### config.mk
export PLATFORM = sky130hd
export DESIGN_NAME = sha2_ctrl_flat
export DESIGN_NICKNAME = d
export VERILOG_FILES = /design/src/rtl/sha2_ctrl_if.sv /design/src/rtl/sha2_ctrl.sv /design/src/flat_wrapper.sv
export SDC_FILE = /design/constraint.sdc
export NUM_CORES = 2
export LEC_CHECK = 0
export ABC_AREA = 0
export BUFFER_PORTS_ARGS = -buffer_cell sky130_fd_sc_hd__buf_2
export CORE_AREA = 2 2 430 432
export DETAILED_ROUTE_END_ITERATION = 16
export DIE_AREA = 0 0 432 434
export PLACE_DENSITY_LB_ADDON = 0.1
export SYNTH_ARGS = -nofsm -noshare
export SYNTH_HDL_FRONTEND = slang
export SYNTH_SLANG_ARGS = --single-unit
### constraint.sdc
create_clock -name clk -period 6.3 [get_ports clk]
set_input_delay 1.26 -clock clk [delete_from_list [all_inputs] [get_ports clk]]
set_output_delay 1.26 -clock clk [all_outputs]
set_load 0.02 [all_outputs]
### src/rtl/sha2_ctrl_if.sv
// sha2_ctrl_if: message-word input and digest output handshakes of the SHA-256 controller
interface sha2_ctrl_if;
  logic         in_valid;
  logic         in_ready;
  logic [31:0]  in_data;
  logic         out_valid;
  logic         out_ready;
  logic [255:0] out_hash;
  logic         out_err;
  modport master (output in_valid, in_data, out_ready, input in_ready, out_valid, out_hash, out_err);
  modport slave  (input in_valid, in_data, out_ready, output in_ready, out_valid, out_hash, out_err);
endinterface

### src/rtl/sha2_ctrl.sv
// sha2_ctrl: buffers a 16-word block, runs the hash core under a watchdog and hands back the digest
module sha2_ctrl #(
  parameter logic [6:0] WDOG_MAX = 7'd80,
  parameter int         IN_W     = 32
) (
  input  logic           clk,
  input  logic           reset,
  sha2_ctrl_if.slave     bus,
  output logic           busy,
  output logic           core_reset,
  output logic [511:0]   core_message,
  output logic [31:0]    core_k,
  input  logic [5:0]     core_t,
  input  logic           core_done,
  input  logic [255:0]   core_hash
);
  typedef enum logic [1:0] {LOAD = 2'd0, SETTLE = 2'd1, RUN = 2'd2, OUT = 2'd3} state_t;

  localparam logic [31:0] K256 [64] = '{
    32'h428a2f98, 32'h71374491, 32'hb5c0fbcf, 32'he9b5dba5, 32'h3956c25b, 32'h59f111f1, 32'h923f82a4, 32'hab1c5ed5,
    32'hd807aa98, 32'h12835b01, 32'h243185be, 32'h550c7dc3, 32'h72be5d74, 32'h80deb1fe, 32'h9bdc06a7, 32'hc19bf174,
    32'he49b69c1, 32'hefbe4786, 32'h0fc19dc6, 32'h240ca1cc, 32'h2de92c6f, 32'h4a7484aa, 32'h5cb0a9dc, 32'h76f988da,
    32'h983e5152, 32'ha831c66d, 32'hb00327c8, 32'hbf597fc7, 32'hc6e00bf3, 32'hd5a79147, 32'h06ca6351, 32'h14292967,
    32'h27b70a85, 32'h2e1b2138, 32'h4d2c6dfc, 32'h53380d13, 32'h650a7354, 32'h766a0abb, 32'h81c2c92e, 32'h92722c85,
    32'ha2bfe8a1, 32'ha81a664b, 32'hc24b8b70, 32'hc76c51a3, 32'hd192e819, 32'hd6990624, 32'hf40e3585, 32'h106aa070,
    32'h19a4c116, 32'h1e376c08, 32'h2748774c, 32'h34b0bcb5, 32'h391c0cb3, 32'h4ed8aa4a, 32'h5b9cca4f, 32'h682e6ff3,
    32'h748f82ee, 32'h78a5636f, 32'h84c87814, 32'h8cc70208, 32'h90befffa, 32'ha4506ceb, 32'hbef9a3f7, 32'hc67178f2
  };

  state_t         state_q, state_d;
  logic [3:0]     wcnt_q, wcnt_d;
  logic [6:0]     wdog_q, wdog_d;
  logic [511:0]   blk_q, blk_d;
  logic [255:0]   hash_q, hash_d;
  logic           err_q, err_d;
  logic           core_reset_q, core_reset_d;
  logic           done_q, done_d;

  assign core_k        = K256[core_t];
  assign core_reset    = core_reset_q;
  assign core_message  = blk_q;
  assign busy          = (state_q == SETTLE) || (state_q == RUN);
  assign bus.in_ready  = state_q == LOAD;
  assign bus.out_valid = state_q == OUT;
  assign bus.out_hash  = hash_q;
  assign bus.out_err   = err_q;

  // next state: word capture, watchdog/done race (done wins), result hold until handshake
  always_comb begin
    state_d = state_q;
    wcnt_d  = wcnt_q;
    blk_d   = blk_q;
    hash_d  = hash_q;
    err_d   = err_q;
    wdog_d  = (state_q == RUN) ? wdog_q + 7'd1 : 7'd0;
    done_d  = (state_q == RUN) ? core_done : 1'b0;
    case (state_q)
      LOAD: if (bus.in_valid) begin
        blk_d[{~wcnt_q, 5'd0} +: IN_W] = bus.in_data;
        wcnt_d = wcnt_q + 4'd1;
        state_d = (wcnt_q == 4'd15) ? SETTLE : LOAD;
      end
      SETTLE: state_d = RUN;
      RUN: if (core_done && !done_q) begin
        hash_d  = core_hash;
        err_d   = 1'b0;
        state_d = OUT;
      end else if (wdog_q == WDOG_MAX) begin
        hash_d  = '0;
        err_d   = 1'b1;
        state_d = OUT;
      end
      OUT: if (bus.out_ready) begin
        blk_d   = '0;
        state_d = LOAD;
      end
    endcase
    core_reset_d = state_d != RUN;
  end

  // state registers with synchronous active-low reset
  always_ff @(posedge clk) begin
    if (!reset) begin
      state_q      <= LOAD;
      wcnt_q       <= '0;
      wdog_q       <= '0;
      blk_q        <= '0;
      hash_q       <= '0;
      err_q        <= 1'b0;
      core_reset_q <= 1'b1;
      done_q       <= 1'b0;
    end else begin
      state_q      <= state_d;
      wcnt_q       <= wcnt_d;
      wdog_q       <= wdog_d;
      blk_q        <= blk_d;
      hash_q       <= hash_d;
      err_q        <= err_d;
      core_reset_q <= core_reset_d;
      done_q       <= done_d;
    end
  end
endmodule

### src/flat_wrapper.sv
// flat-port wrapper written by rule: the top's interface ports become plain ports
module sha2_ctrl_flat 
#(
  parameter logic [6:0] WDOG_MAX = 7'd80,
  parameter int         IN_W     = 32
)
  (clk, reset, busy, core_reset, core_message, core_k, core_t, core_done, core_hash, bus_in_valid, bus_in_data, bus_out_ready, bus_in_ready, bus_out_valid, bus_out_hash, bus_out_err);
  sha2_ctrl_if bus_i ();
  input  logic clk;
  input  logic reset;
  output logic busy;
  output logic core_reset;
  output logic [511:0] core_message;
  output logic [31:0] core_k;
  input  logic [5:0] core_t;
  input  logic core_done;
  input  logic [255:0] core_hash;
  input wire logic [$bits(bus_i.in_valid)-1:0] bus_in_valid;
  input wire logic [$bits(bus_i.in_data)-1:0] bus_in_data;
  input wire logic [$bits(bus_i.out_ready)-1:0] bus_out_ready;
  output wire logic [$bits(bus_i.in_ready)-1:0] bus_in_ready;
  output wire logic [$bits(bus_i.out_valid)-1:0] bus_out_valid;
  output wire logic [$bits(bus_i.out_hash)-1:0] bus_out_hash;
  output wire logic [$bits(bus_i.out_err)-1:0] bus_out_err;
  assign bus_i.in_valid = bus_in_valid;
  assign bus_i.in_data = bus_in_data;
  assign bus_i.out_ready = bus_out_ready;
  assign bus_in_ready = bus_i.in_ready;
  assign bus_out_valid = bus_i.out_valid;
  assign bus_out_hash = bus_i.out_hash;
  assign bus_out_err = bus_i.out_err;
  sha2_ctrl #(.WDOG_MAX(WDOG_MAX), .IN_W(IN_W)) u_core (.clk(clk), .reset(reset), .bus(bus_i), .busy(busy), .core_reset(core_reset), .core_message(core_message), .core_k(core_k), .core_t(core_t), .core_done(core_done), .core_hash(core_hash));
endmodule
Word level (Yosys, flattened, before mapping)
Memories as Yosys holds them, arrays and structs flattened.
Index checks and enable logic that the tools add are counted.
Storage, ports and cells
  flip-flop bits (word level): 784
  memory bits (read-only): 2048
  input bits: 299
  word-level logic and storage cells: 51
  memories: 1
Operators by class
  $add $sub $neg: 3
  magnitude comparators: 1
  equality and inequality tests: 8
  shift-type cells: 2
  muxes and demuxes: 16
  bitwise operators: 2
  reduce and logical (&&, ||, !) cells: 10
Memory list
  (name not given): words 64, width 32, rd ports 1, clocked after memory_dff 0, wr ports 0, line sha2_ctrl.sv:39  | assign core_k = K256[core_t];
Operators with widths (number)
  $mux 512: 2
  $pmux 512 s2: 1
  $bwmux 512: 1
  $mux 256: 2
  $shift 32x11->512 const A: 1
  $shiftx 32x11->512: 1
  $mux 32: 2
  $neg 9->11: 1
  $mux 2: 4
  $pmux 2 s4: 1
  $add 7x1->7 const B: 1
  $eq 7x7->1 const B: 1
  $ge 7x7->1 const B: 1
  $not 6->7: 1
  $ne 2x2->1 const B: 3
  $reduce_and 2->1: 3
  $add 4x1->4 const B: 1
  $eq 2x2->1 const B: 2
  $eq 4x4->1 const B: 1
  $not 4->4: 1
  $reduce_bool 2->1: 2
  $mux 1: 3
  $reduce_and 3->1: 1
  $eq 2x1->1 const B: 1
  4 further kinds: 4

Depth between registers and ports, before layout
  word-level depth: 6
  mapped depth: 10

Least setup slack after synthesis
No wires, ideal clock.
  kind: input to output
  start: input port core_t[1]
  end: output port core_k[21]
  arrival: 3.399 ns
  required time: 5.040 ns
  path slack: 1.641 ns
  cell stages on the path: 8
  cell sequence: clkbuf_1 inv_1 ha_1 clkbuf_1 nor2b_1 or3_1 a21oi_1 nor4_1
On the way
  cells in the longest elaborated chain, start to end: 4
RTL lines
  from (decl): line flat_wrapper.sv:15  | input logic [5:0] core_t;
  $not 6->7 (implied by the code): line sha2_ctrl.sv:39
  $mem_v2 64x32
  $mux 32 (implied by the code) (2 in a row): line sha2_ctrl.sv:39
  to (decl): line flat_wrapper.sv:14  | output logic [31:0] core_k;
No other way between the ends. The select of a mux whose other input is x is not followed.

Worst setup path in the final report
Same ends and word-level chain as after synthesis.

==> impl_metrics.tcl <==
set metrics [dict create \
    status "finished clean" \
    arrival_ns 4.05 \
    number_of_warnings_printed_during_yosys_synthesis 0 \
    finalMaxSlewViolations 0 \
    syn-instance-count 3321 \
    die-height_um 434 \
    use_met1_pct 23.5 \
    dieWidth_um 432 \
    crit_path_max_incr_delay_ns 0.74 \
    post_route_utilization_pct 23.7 \
    yosys.cell_count.top_type "sky130_fd_sc_hd__dfxtp_1" \
    firstDrtPassIters 7 \
    max-clock-path-buffers 3 \
    startpoint_type "primary input" \
    fp.dieArea_mm2 0.187 \
    postSynth.topFlopCell "sky130_fd_sc_hd__dfxtp_1" \
    met3_usage_pct 6.44 \
    initial_utilization_pct 17.5 \
    setup_viol 0 \
    crit_chain "buf_2 -> inv_1 -> buf_4 -> ha_1 -> a21oi_1 -> o221a_2 -> nor4_1 -> buf_4 -> buf_2" \
    grt_use_total_pct 19.2 \
    grt_start_max_net_pins 141 \
    largest_delay_share_family_worst_path "buffers and inverters" \
    timing.max_cap.violations 0 \
    worst_slew_pin_slew_ns 1.21 \
    crit_required_ns 5.04 \
    first_global_vias 30500 \
    tritoncts "done" \
    via_per_instance_ratio 4.75 \
    syn_nets 3647 \
    timing.final.hold_violations 0 \
    synth-seq-cells 784 \
    post_drt_wl_per_cell_um 28.5 \
    powerDensity_mw_per_mm2 316 \
    hold_path_class "reg2reg" \
    crit_path_top_delay_cell "sky130_fd_sc_hd__ha_1" \
    placementRows 157 \
    weighted_congestion_reported_at_the_end_of_routability_driven_placement 0.857 \
    final.setup.tns_ns 0 \
    min_period_over_period_pct 84.2 \
    global_route.peak_usage_layer "met2" \
    drt_wl_total_um 190000 \
    postSynthAreaPerCell_um2 9.62 \
    drt_first_iter_violations 2244 \
    synth.area.top_cells "sky130_fd_sc_hd__dfxtp_1 (49%), sky130_fd_sc_hd__a22o_1 (7.3%), sky130_fd_sc_hd__o2bb2ai_1 (4.9%)" \
    clockRootBuffer "sky130_fd_sc_hd__clkbuf_16" \
    htree_levels 3 \
    leakagePower_nw 18.6 \
    drc_errors 0 \
    cts_hold_repair.buffers 0 \
    number_of_buffers_inserted_by_port_buffering 1103 \
    dpl.hpwl_um 129000 \
    syn-cell-area_mm2 0.0320 \
    placedCellCount 6476 \
    core_area_mm2 0.182 \
    first_pass_grt_wire_length_um 257000 \
    antenna_cells_inserted 0 \
    crit_path_max_fanout 17 \
    ir_drop_mv 0.210 \
    clock_insertion_delay_worst_skew_ns 0.77 \
    antenna_violations_before_repair 15 \
    met2_usage_pct 31.9 \
    synth-seq-area-share_pct 49.1 \
    synthDistinctLibCells 79 \
    achievable-frequency_mhz 188 \
    cts.repair_timing.setup_buffer_count 0 \
    floorplan.io_pins 1104 \
    global_route.overflow_total 0 \
    cts.sinks 784 \
    grt_setup_unrepaired "no" \
    fin_cells 6663 \
    syn_to_final_growth_pct 35.1 \
    final.min_clock_period_ns 5.31 \
    cts_buffers 103 \
    synth_top_area_share_pct 49.1 \
    cts_repair_resize_count 0 \
    clk_pin_slew_worst_paths_ns 0.06 \
    synth_enable_flop_cells 0 \
    ant_nets 0 \
    crit_type "in2out" \
    share_of_cells_above_drive_strength_1_pct 32.5 \
    critical_path_buf_inv_count 5 \
    yosysTopAreaCell "sky130_fd_sc_hd__dfxtp_1" \
    max_slew_headroom_at_the_worst_pin_pct 19.3 \
    via_count 31656 \
    crit_path_end_kind "output port" \
    setup_clock_skew_after_layout_ns 0.0643 \
    yosys-top-cells-count "sky130_fd_sc_hd__dfxtp_1 (784), sky130_fd_sc_hd__clkbuf_1 (318), sky130_fd_sc_hd__a22o_1 (267)" \
    final_net_count 4522 \
    async_flop_share_pct 0 \
]
worst reg2reg max path, stage by stage (launching register included):
cell	delay (ns)
sky130_fd_sc_hd__dfxtp_1	0.53
sky130_fd_sc_hd__inv_1	0.27
sky130_fd_sc_hd__ha_1	0.32
sky130_fd_sc_hd__clkinv_2	0.78
sky130_fd_sc_hd__nor4_1	0.80
sky130_fd_sc_hd__nand3_2	0.56
sky130_fd_sc_hd__buf_4	0.47
sky130_fd_sc_hd__o221ai_1	0.25
cell families (layout without fill, tap and decap cells):
logic type | after synthesis | after routing | share of synthesized area, %
compound gates | 1228 | 1228 | 29.6
xor+xnor | 12 | 12 | 0.329
fa+ha+maj | 27 | 27 | 1.06
buf+inv | 454 | 1411 | 5.60
flops | 784 | 784 | 49.1
mux | 31 | 31 | 1.10
simple gates | 785 | 785 | 13.2
registers in the layout (all words and copies together) (netlist names):
register and cells:
u_core.state_q 2, u_core.core_reset 1, u_core.wdog_q 7, u_core.done_q 1, u_core.bus.out_hash 256, u_core.bus.out_err 1, u_core.core_message 512, u_core.wcnt_q 4
report_power, final:
part	switching [mW]	total (mW)	internal (mW)
logic	1.54	2.19	0.643
registers	0.209	5.41	5.20
clock network	2.54	6.06	3.52
total	4.29	13.7	9.36
final cells by class:
| class | instances | area, um2 |
|---|---|---|
| clock buffers | 154 | 3010 |
| clock inverters | 33 | 430 |
| inverters | 51 | 198 |
| multi-input cells | 2083 | 14700 |
| fillers | 19910 | 139000 |
| flip-flops and latches | 784 | 15700 |
| repair buffers | 1173 | 6150 |
| well taps | 2385 | 2980 |
layer usage:
layer  vias up  wire, um
met1     15822     77600
met2      1161     91600
met3       187     16200
li1      14486         -
met4         0      4640
met5         -         0
worst paths after layout:
kind	depth (start not counted)	from	slack, ns	end
setup / recovery	9	core_t[1]	0.99	core_k[21]
hold / removal	1	u_core.core_message[347]	0.45	u_core.core_message[347]
hold reg to reg	1	u_core.core_message[347]	0.45	u_core.core_message[347]
setup reg to reg	7	u_core.wcnt_q[0]	2.20	u_core.core_message[368]
metrics by stage:
| step | setup slack [ns] | hold slack [ns] | power, mW | instance area, um2 |
|---|---|---|---|---|
| detailed placement | 1.00 | 0.441 | 7.73 | 39700 |
| global placement | 0.928 | 0.439 | 7.72 | 39700 |
| floorplan | 1.64 | 0.426 | 6.62 | 32000 |
| CTS | 0.980 | 0.454 | 13.9 | 43200 |
| global route | 0.939 | 0.466 | 14.3 | 43200 |
| finish | 0.993 | 0.454 | 13.7 | 43200 |
placed cells by master, fill, tap and decap left out, types with 51 or more instances in the layout:
cell                           n
sky130_fd_sc_hd__a21oi_1      93
sky130_fd_sc_hd__nor3b_1     101
sky130_fd_sc_hd__o2bb2ai_1   177
sky130_fd_sc_hd__buf_2      1100
sky130_fd_sc_hd__and3_1      100
sky130_fd_sc_hd__nand2_1     205
sky130_fd_sc_hd__a32o_1       88
sky130_fd_sc_hd__a31oi_1     197
sky130_fd_sc_hd__a22o_1      267
sky130_fd_sc_hd__buf_4        65
sky130_fd_sc_hd__clkbuf_16   103
sky130_fd_sc_hd__dfxtp_1     784
sky130_fd_sc_hd__nand3_1     185
sky130_fd_sc_hd__nor2_1       51
sky130_fd_sc_hd__o21ai_0     131
sky130_fd_sc_hd__o221ai_1    136
Note: power is estimated with default switching activity, not from simulation.
